### src/rtl/tic_tac_toe_pkg.sv
// Shared types and constants for the tic-tac-toe turn scheduler.
package tic_tac_toe_pkg;

  typedef enum logic [2:0] {
    S_PLAYER,
    S_P_CHECK,
    S_COMPUTER,
    S_C_CHECK,
    S_OVER
  } state_e;

  localparam logic [1:0] TURN_PLAYER = 2'b01;
  localparam logic [1:0] TURN_PC     = 2'b10;
  localparam logic [1:0] TURN_NONE   = 2'b00;

  localparam logic [3:0] MAX_CELL = 4'd8;

endpackage

### src/rtl/tic_tac_toe_turn_scheduler_if.sv
// Button, board-detector and status signals between the scheduler and its environment.
interface tic_tac_toe_turn_scheduler_if #(
  parameter int unsigned SEC_W = 6
);
  logic             play;
  logic             pc;
  logic [3:0]       player_position;
  logic [3:0]       computer_position;
  logic             illegal_move;
  logic             win;
  logic             no_space;
  logic             player_play;
  logic             computer_play;
  logic [3:0]       move_position;
  logic [1:0]       turn;
  logic [SEC_W-1:0] seconds_left;
  logic             time_out;
  logic             illegal_flag;
  logic             game_over;

  modport master (
    output play, pc, player_position, computer_position, illegal_move, win, no_space,
    input  player_play, computer_play, move_position, turn, seconds_left, time_out,
           illegal_flag, game_over
  );

  modport slave (
    input  play, pc, player_position, computer_position, illegal_move, win, no_space,
    output player_play, computer_play, move_position, turn, seconds_left, time_out,
           illegal_flag, game_over
  );
endinterface

### src/rtl/turn_timer.sv
// Per-turn countdown: a CLK_HZ prescaler feeding a seconds down-counter that
// reloads itself after the last second expires.
module turn_timer #(
  parameter int unsigned CLK_HZ       = 50000000,
  parameter int unsigned TURN_SECONDS = 30,
  parameter int unsigned SEC_W        = 6
) (
  input  logic             clock,
  input  logic             reset,
  input  logic             run,
  input  logic             reload,
  output logic [SEC_W-1:0] seconds_left,
  output logic             expire
);
  localparam int unsigned PW = (CLK_HZ > 1) ? $clog2(CLK_HZ) : 1;

  logic [PW-1:0]    presc_q;
  logic [SEC_W-1:0] sec_q;
  logic             tc;

  assign tc           = run && (presc_q == PW'(CLK_HZ - 1));
  assign expire       = tc && (sec_q == SEC_W'(1));
  assign seconds_left = sec_q;

  always_ff @(posedge clock or negedge reset) begin
    if (!reset) begin
      presc_q <= '0;
      sec_q   <= SEC_W'(TURN_SECONDS);
    end else if (reload) begin
      presc_q <= '0;
      sec_q   <= SEC_W'(TURN_SECONDS);
    end else if (tc) begin
      presc_q <= '0;
      sec_q   <= expire ? SEC_W'(TURN_SECONDS) : sec_q - SEC_W'(1);
    end else if (run) begin
      presc_q <= presc_q + PW'(1);
    end
  end

endmodule

### src/rtl/tic_tac_toe_turn_scheduler.sv
// Turn sequencing between player and computer with commit strobes and a turn timer.
// Define TURN_TIMEOUT_EN to enable the per-turn countdown and timeout.
module tic_tac_toe_turn_scheduler
  import tic_tac_toe_pkg::*;
#(
  parameter int unsigned CLK_HZ       = 50000000,
  parameter int unsigned TURN_SECONDS = 30,
  parameter int unsigned SEC_W        = 6
) (
  input  logic                          clock,
  input  logic                          reset,
  tic_tac_toe_turn_scheduler_if.slave   io
);

  if (CLK_HZ < 1 || (64'd1 << SEC_W) <= 64'(TURN_SECONDS)) begin : g_bad_cfg
    $error("tic_tac_toe_turn_scheduler: invalid CLK_HZ/SEC_W/TURN_SECONDS");
  end

  state_e     state_q;
  logic [1:0] turn_q;
  logic       play_prev_q, pc_prev_q;
  logic       player_play_q, computer_play_q;
  logic [3:0] move_q;
  logic       time_out_q, illegal_q, game_over_q;
  logic       play_edge, pc_edge;
  logic       expire;

  assign play_edge = io.play && !play_prev_q;
  assign pc_edge   = io.pc && !pc_prev_q;

`ifdef TURN_TIMEOUT_EN
  logic timer_run, timer_reload;

  assign timer_run    = (state_q == S_PLAYER) || (state_q == S_COMPUTER);
  // Fresh countdown whenever a check state hands the turn to the opponent.
  assign timer_reload = ((state_q == S_P_CHECK) || (state_q == S_C_CHECK)) &&
                        !(io.win || io.no_space);

  turn_timer #(
    .CLK_HZ      (CLK_HZ),
    .TURN_SECONDS(TURN_SECONDS),
    .SEC_W       (SEC_W)
  ) u_turn_timer (
    .clock       (clock),
    .reset       (reset),
    .run         (timer_run),
    .reload      (timer_reload),
    .seconds_left(io.seconds_left),
    .expire      (expire)
  );
`else
  assign expire          = 1'b0;
  assign io.seconds_left = SEC_W'(TURN_SECONDS);
`endif

  // A pending strobe (verdict cycle) or a committing edge suppresses the timeout.
  always_ff @(posedge clock or negedge reset) begin
    if (!reset) begin
      state_q         <= S_PLAYER;
      turn_q          <= TURN_PLAYER;
      play_prev_q     <= 1'b0;
      pc_prev_q       <= 1'b0;
      player_play_q   <= 1'b0;
      computer_play_q <= 1'b0;
      move_q          <= 4'd0;
      time_out_q      <= 1'b0;
      illegal_q       <= 1'b0;
      game_over_q     <= 1'b0;
    end else begin
      play_prev_q     <= io.play;
      pc_prev_q       <= io.pc;
      player_play_q   <= 1'b0;
      computer_play_q <= 1'b0;
      time_out_q      <= 1'b0;
      illegal_q       <= 1'b0;
      unique case (state_q)
        S_PLAYER: begin
          if (player_play_q) begin
            if (io.illegal_move) illegal_q <= 1'b1;
            else                 state_q   <= S_P_CHECK;
          end else if (play_edge && io.player_position <= MAX_CELL) begin
            player_play_q <= 1'b1;
            move_q        <= io.player_position;
          end else begin
            if (play_edge) illegal_q <= 1'b1;
            if (expire) begin
              time_out_q <= 1'b1;
              state_q    <= S_COMPUTER;
              turn_q     <= TURN_PC;
            end
          end
        end
        S_COMPUTER: begin
          if (computer_play_q) begin
            if (io.illegal_move) illegal_q <= 1'b1;
            else                 state_q   <= S_C_CHECK;
          end else if (pc_edge && io.computer_position <= MAX_CELL) begin
            computer_play_q <= 1'b1;
            move_q          <= io.computer_position;
          end else begin
            if (pc_edge) illegal_q <= 1'b1;
            if (expire) begin
              time_out_q <= 1'b1;
              state_q    <= S_PLAYER;
              turn_q     <= TURN_PLAYER;
            end
          end
        end
        S_P_CHECK, S_C_CHECK: begin
          if (io.win || io.no_space) begin
            state_q     <= S_OVER;
            turn_q      <= TURN_NONE;
            game_over_q <= 1'b1;
          end else if (state_q == S_P_CHECK) begin
            state_q <= S_COMPUTER;
            turn_q  <= TURN_PC;
          end else begin
            state_q <= S_PLAYER;
            turn_q  <= TURN_PLAYER;
          end
        end
        S_OVER: begin
          game_over_q <= 1'b1;
        end
        default: begin
          state_q <= S_PLAYER;
          turn_q  <= TURN_PLAYER;
        end
      endcase
    end
  end

  assign io.player_play   = player_play_q;
  assign io.computer_play = computer_play_q;
  assign io.move_position = move_q;
  assign io.turn          = turn_q;
  assign io.time_out      = time_out_q;
  assign io.illegal_flag  = illegal_q;
  assign io.game_over     = game_over_q;

endmodule

### src/flat_wrapper.sv
// flat-port wrapper written by rule: the top's interface ports become plain ports
module tic_tac_toe_turn_scheduler_flat import tic_tac_toe_pkg::*;
#(
  parameter int unsigned CLK_HZ       = 50000000,
  parameter int unsigned TURN_SECONDS = 30,
  parameter int unsigned SEC_W        = 6
)
  (clock, reset, io_play, io_pc, io_player_position, io_computer_position, io_illegal_move, io_win, io_no_space, io_player_play, io_computer_play, io_move_position, io_turn, io_seconds_left, io_time_out, io_illegal_flag, io_game_over);
  tic_tac_toe_turn_scheduler_if #(.SEC_W(SEC_W)) io_i ();
  input  logic clock;
  input  logic reset;
  input wire logic [$bits(io_i.play)-1:0] io_play;
  input wire logic [$bits(io_i.pc)-1:0] io_pc;
  input wire logic [$bits(io_i.player_position)-1:0] io_player_position;
  input wire logic [$bits(io_i.computer_position)-1:0] io_computer_position;
  input wire logic [$bits(io_i.illegal_move)-1:0] io_illegal_move;
  input wire logic [$bits(io_i.win)-1:0] io_win;
  input wire logic [$bits(io_i.no_space)-1:0] io_no_space;
  output wire logic [$bits(io_i.player_play)-1:0] io_player_play;
  output wire logic [$bits(io_i.computer_play)-1:0] io_computer_play;
  output wire logic [$bits(io_i.move_position)-1:0] io_move_position;
  output wire logic [$bits(io_i.turn)-1:0] io_turn;
  output wire logic [$bits(io_i.seconds_left)-1:0] io_seconds_left;
  output wire logic [$bits(io_i.time_out)-1:0] io_time_out;
  output wire logic [$bits(io_i.illegal_flag)-1:0] io_illegal_flag;
  output wire logic [$bits(io_i.game_over)-1:0] io_game_over;
  assign io_i.play = io_play;
  assign io_i.pc = io_pc;
  assign io_i.player_position = io_player_position;
  assign io_i.computer_position = io_computer_position;
  assign io_i.illegal_move = io_illegal_move;
  assign io_i.win = io_win;
  assign io_i.no_space = io_no_space;
  assign io_player_play = io_i.player_play;
  assign io_computer_play = io_i.computer_play;
  assign io_move_position = io_i.move_position;
  assign io_turn = io_i.turn;
  assign io_seconds_left = io_i.seconds_left;
  assign io_time_out = io_i.time_out;
  assign io_illegal_flag = io_i.illegal_flag;
  assign io_game_over = io_i.game_over;
  tic_tac_toe_turn_scheduler #(.CLK_HZ(CLK_HZ), .TURN_SECONDS(TURN_SECONDS), .SEC_W(SEC_W)) u_core (.clock(clock), .reset(reset), .io(io_i));
endmodule
### config.mk
export PLATFORM = sky130hd
export DESIGN_NAME = tic_tac_toe_turn_scheduler_flat
export DESIGN_NICKNAME = d
export VERILOG_FILES = /design/src/rtl/tic_tac_toe_pkg.sv /design/src/rtl/tic_tac_toe_turn_scheduler_if.sv /design/src/rtl/turn_timer.sv /design/src/rtl/tic_tac_toe_turn_scheduler.sv /design/src/flat_wrapper.sv
export SDC_FILE = /design/constraint.sdc
export NUM_CORES = 1
export LEC_CHECK = 0
export ABC_AREA = 1
export BUFFER_PORTS_ARGS = -buffer_cell sky130_fd_sc_hd__buf_2
export CORE_UTILIZATION = 52
export CTS_BUF_LIST = sky130_fd_sc_hd__clkbuf_8
export CTS_CLUSTER_SIZE = 28
export DETAILED_ROUTE_END_ITERATION = 8
export PLACE_DENSITY = 0.92
export SYNTH_ARGS = -nofsm -noshare
export SYNTH_HDL_FRONTEND = slang
export SYNTH_HIERARCHICAL = 1
export SYNTH_SLANG_ARGS = --single-unit
### constraint.sdc
create_clock -name clock -period 2.95 [get_ports clock]
set_clock_uncertainty 0.15 [all_clocks]
set_input_delay 0.1475 -clock clock [delete_from_list [all_inputs] [get_ports clock]]
set_output_delay 0.1475 -clock clock [all_outputs]
set_load 0.01 [all_outputs]
==> run_results.csv <==
group,metric,value,unit
worst_setup_path,crit_required,2.94,ns
worst_setup_path,cp_cell_sequence,"nor2_4, nand2_1, nor2_1, nand2_1, nand2_4, nand2_4, nand2_1, nand2_1",
power,swShare,38.1,%
layout,final_util,71.5,%
placement,pre_cts_slack,1.51,ns
cts,cts.htree.levels,1,
grt,gr-total-overflow,0,
worst_hold_path,hold_depth,4,
grt,grt_pass1_wl,2.28,mm
timing,max_freq,667,MHz
drt,wire_per_inst,11.0,um
cts,cts_hold_buffers,3,
grt,gr-usage-all-layers,21.4,%
drt,ant_nets,0,
floorplan,die-area,0.00169,mm^2
logic_synthesis,yosysWarnings,6,
layout,layout_commonest_cell,"nand2_1",
worst_setup_path,critPathBufInv,0,
cts,cts-root-buf,"clkbuf_8",
cts,insertion_delay,0.24,ns
timing,timing.hold.ws,0.0659,ns
power,p_comb_share,35.3,%
power,p_sw,286,uW
timing,fin_tns_setup,0,ns
worst_setup_path,crit_path_top_delay_cell,"dfrtp_1",
run,maxCapViolCount,0,
power,internal_power,466,uW
floorplan,fp.dieW,41.1,um
timing,setup_violations,0,
worst_setup_path,critPathMostFrequentCell,"nand2_1",
timing,period_share,50.8,%
placement,gp_congestion,0.771,
logic_synthesis,ys_seq_elements,15,
floorplan,num_io_pins,32,
power,p_clk_share,21.9,%
worst_setup_path,worstPathMaxFanout,5,
worst_setup_path,path_class,"reg2reg",
logic_synthesis,synth_area,796,um^2
logic_synthesis,syn_inst,100,
timing,setup_ws,1.45,ns
worst_setup_path,crit_cells,8,
drt,vias,706,
drt,drt_iter0_markers,19,
power,p_seq_share,42.9,%
grt,grt_pass1_vias,597,
status,outcome,"completed",
cts,clock-sinks,15,
cts,clk_pin_slew,0.06,ns
drt,wl,1.59,mm
worst_hold_path,hold_class,"in2reg",
drt,drtPass1Iterations,4,
logic_synthesis,ys_seq_area_share,47.3,%
worst_setup_path,ff2ff_path_depth,8,
worst_setup_path,worst_setup_path_end_kind,"flip-flop",
timing,rsz0062_at_grt,"false",
cts,numCtsBuffers,3,
worst_setup_path,crit_arrival,1.49,ns
grt,grt_start_max_net_pins,16,
cts,post_cts_buffers,0,
cts,cts_tree,"done",
floorplan,start_util,58.2,%
floorplan,die_h,41.1,um
drt,drc,0,
worst_setup_path,slowest_delay,0.43,ns
floorplan,rows,13,
drt,vias_per_cell,4.90,
power,powerDensity,769,mW/mm^2
placement,io_buffers,24,
layout,synthToLayoutAreaGrowth,22.8,%
timing,slew_violations,0,
worst_setup_path,cp_top_family,"simple AND/OR/NAND/NOR gates",
layout,layout_common_cells,"nand2_1, buf_2, dfrtp_1",
power,vdd_drop_max,374,uV
grt,antenna_found_initial,0,
layout,layout-drive-gt1-share,28.7,%
cts,clockBufferDepth,2,
logic_synthesis,synth_cell_types,18,
power,p_leak,0.000578,uW
placement,place.detailed.hpwl,1.19,mm
layout,fillers,108,
logic_synthesis,post_synth.cell_area_avg,7.96,um^2
layout,diodes,0,
cts,ctsResizeCount,0,
placement,dp_cells,137,
timing,post-route-min-period,1.50,ns
worst_setup_path,critPathLaunchType,"flip-flop",
timing,hold_violations,0,
layout,fin_cells,144,
layout,fin_nets,145,
floorplan,core_area,0.00137,mm^2
-- layout make-up --
class / count / area [um^2] / share of cell area, %
multi-input cells: 70 / 337 / 34.4
clock buffers: 3 / 41.3 / 4.23
clock inverters: 1 / 5.00 / 0.512
inverters: 13 / 48.8 / 4.99
well taps: 15 / 18.8 / 1.92
repair buffers: 27 / 150 / 15.4
flip-flops and latches: 15 / 377 / 38.5
-- through the flow --
stage	instance area [um^2]	power, uW
5_1_grt	977	806
6_report	977	752
3_5_place_dp	901	582
3_3_place_gp	901	567
2_1_floorplan	815	496
4_1_cts	977	755
-- worst register-to-register path, delay by kind of cell, from the launching register on --
kind,cells,cell delay [ns]
flip-flops,1,0.43
AND/OR/NAND/NOR,8,0.80
-- sequential cells by signal, summed over array words and instances (netlist names) --
register	cells
u_core/io.move_position	4
u_core/state_q	3
u_core/io.turn	2
u_core/io.computer_play	1
u_core/io.game_over	1
u_core/io.illegal_flag	1
u_core/io.player_play	1
u_core/pc_prev_q	1
u_core/play_prev_q	1
-- power groups by stage --
stage / clock, uW / combinational, uW / sequential [uW]
floorplan: 0 / 159 / 337
global placement: 0 / 250 / 317
detailed placement: 0 / 261 / 321
CTS: 169 / 265 / 321
global route: 175 / 300 / 330
finish: 164 / 265 / 322
-- cells by family (layout without fill, tap and decap cells) --
group | after synthesis | count (layout) | synth area share [%]
flip-flops | 15 | 15 | 47.3
AND/OR/NAND/NOR | 53 | 53 | 32.1
other | 2 | 7 | 0.944
AO/OA/AOI/OAI | 10 | 10 | 6.92
buffers and inverters | 20 | 44 | 12.7
-- synth_stat cells --
master     n  area, um^2
o21ai_0    6        30.0
nand2_1   27         101
nand4_1    1        6.26
nor2_4     2        22.5
dfstp_2    1        26.3
nand3_1    7        35.0
o21bai_1   1        7.51
o211ai_1   1        7.51
or2_2      1        6.26
buf_4      7        52.6
dfrtp_1   14         350
inv_1     13        48.8
o21ai_1    1        5.00
conb_1     2        7.51
nor2_1    10        37.5
a21oi_1    1        5.00
nand2_4    3        33.8
nand2_2    2        12.5
-- path summary, 6_finish.rpt --
path / start / end / slack (ns)
min in group asynchronous: reset / u_core/io.illegal_flag / 0.18
min reg2reg: u_core/io.game_over / u_core/io.game_over / 0.31
max reg2reg: u_core/state_q[2] / u_core/io.move_position[3] / 1.45
max: u_core/state_q[2] / u_core/io.move_position[3] / 1.45
max in group asynchronous: reset / u_core/io.turn[0] / 2.18
min: io_no_space / u_core/io.turn[0] / 0.07
-- routing by layer --
layer | up-vias | GRT usage [%] | part of all wire (%)
li1 | 352 | - | -
met1 | 318 | 23.1 | 43
met2 | 36 | 37.9 | 52
met3 | 0 | 4.35 | 5.5
met4 | 0 | 12.9 | 0
met5 | - | 0 | 0
(Power assumes the default switching activity.)
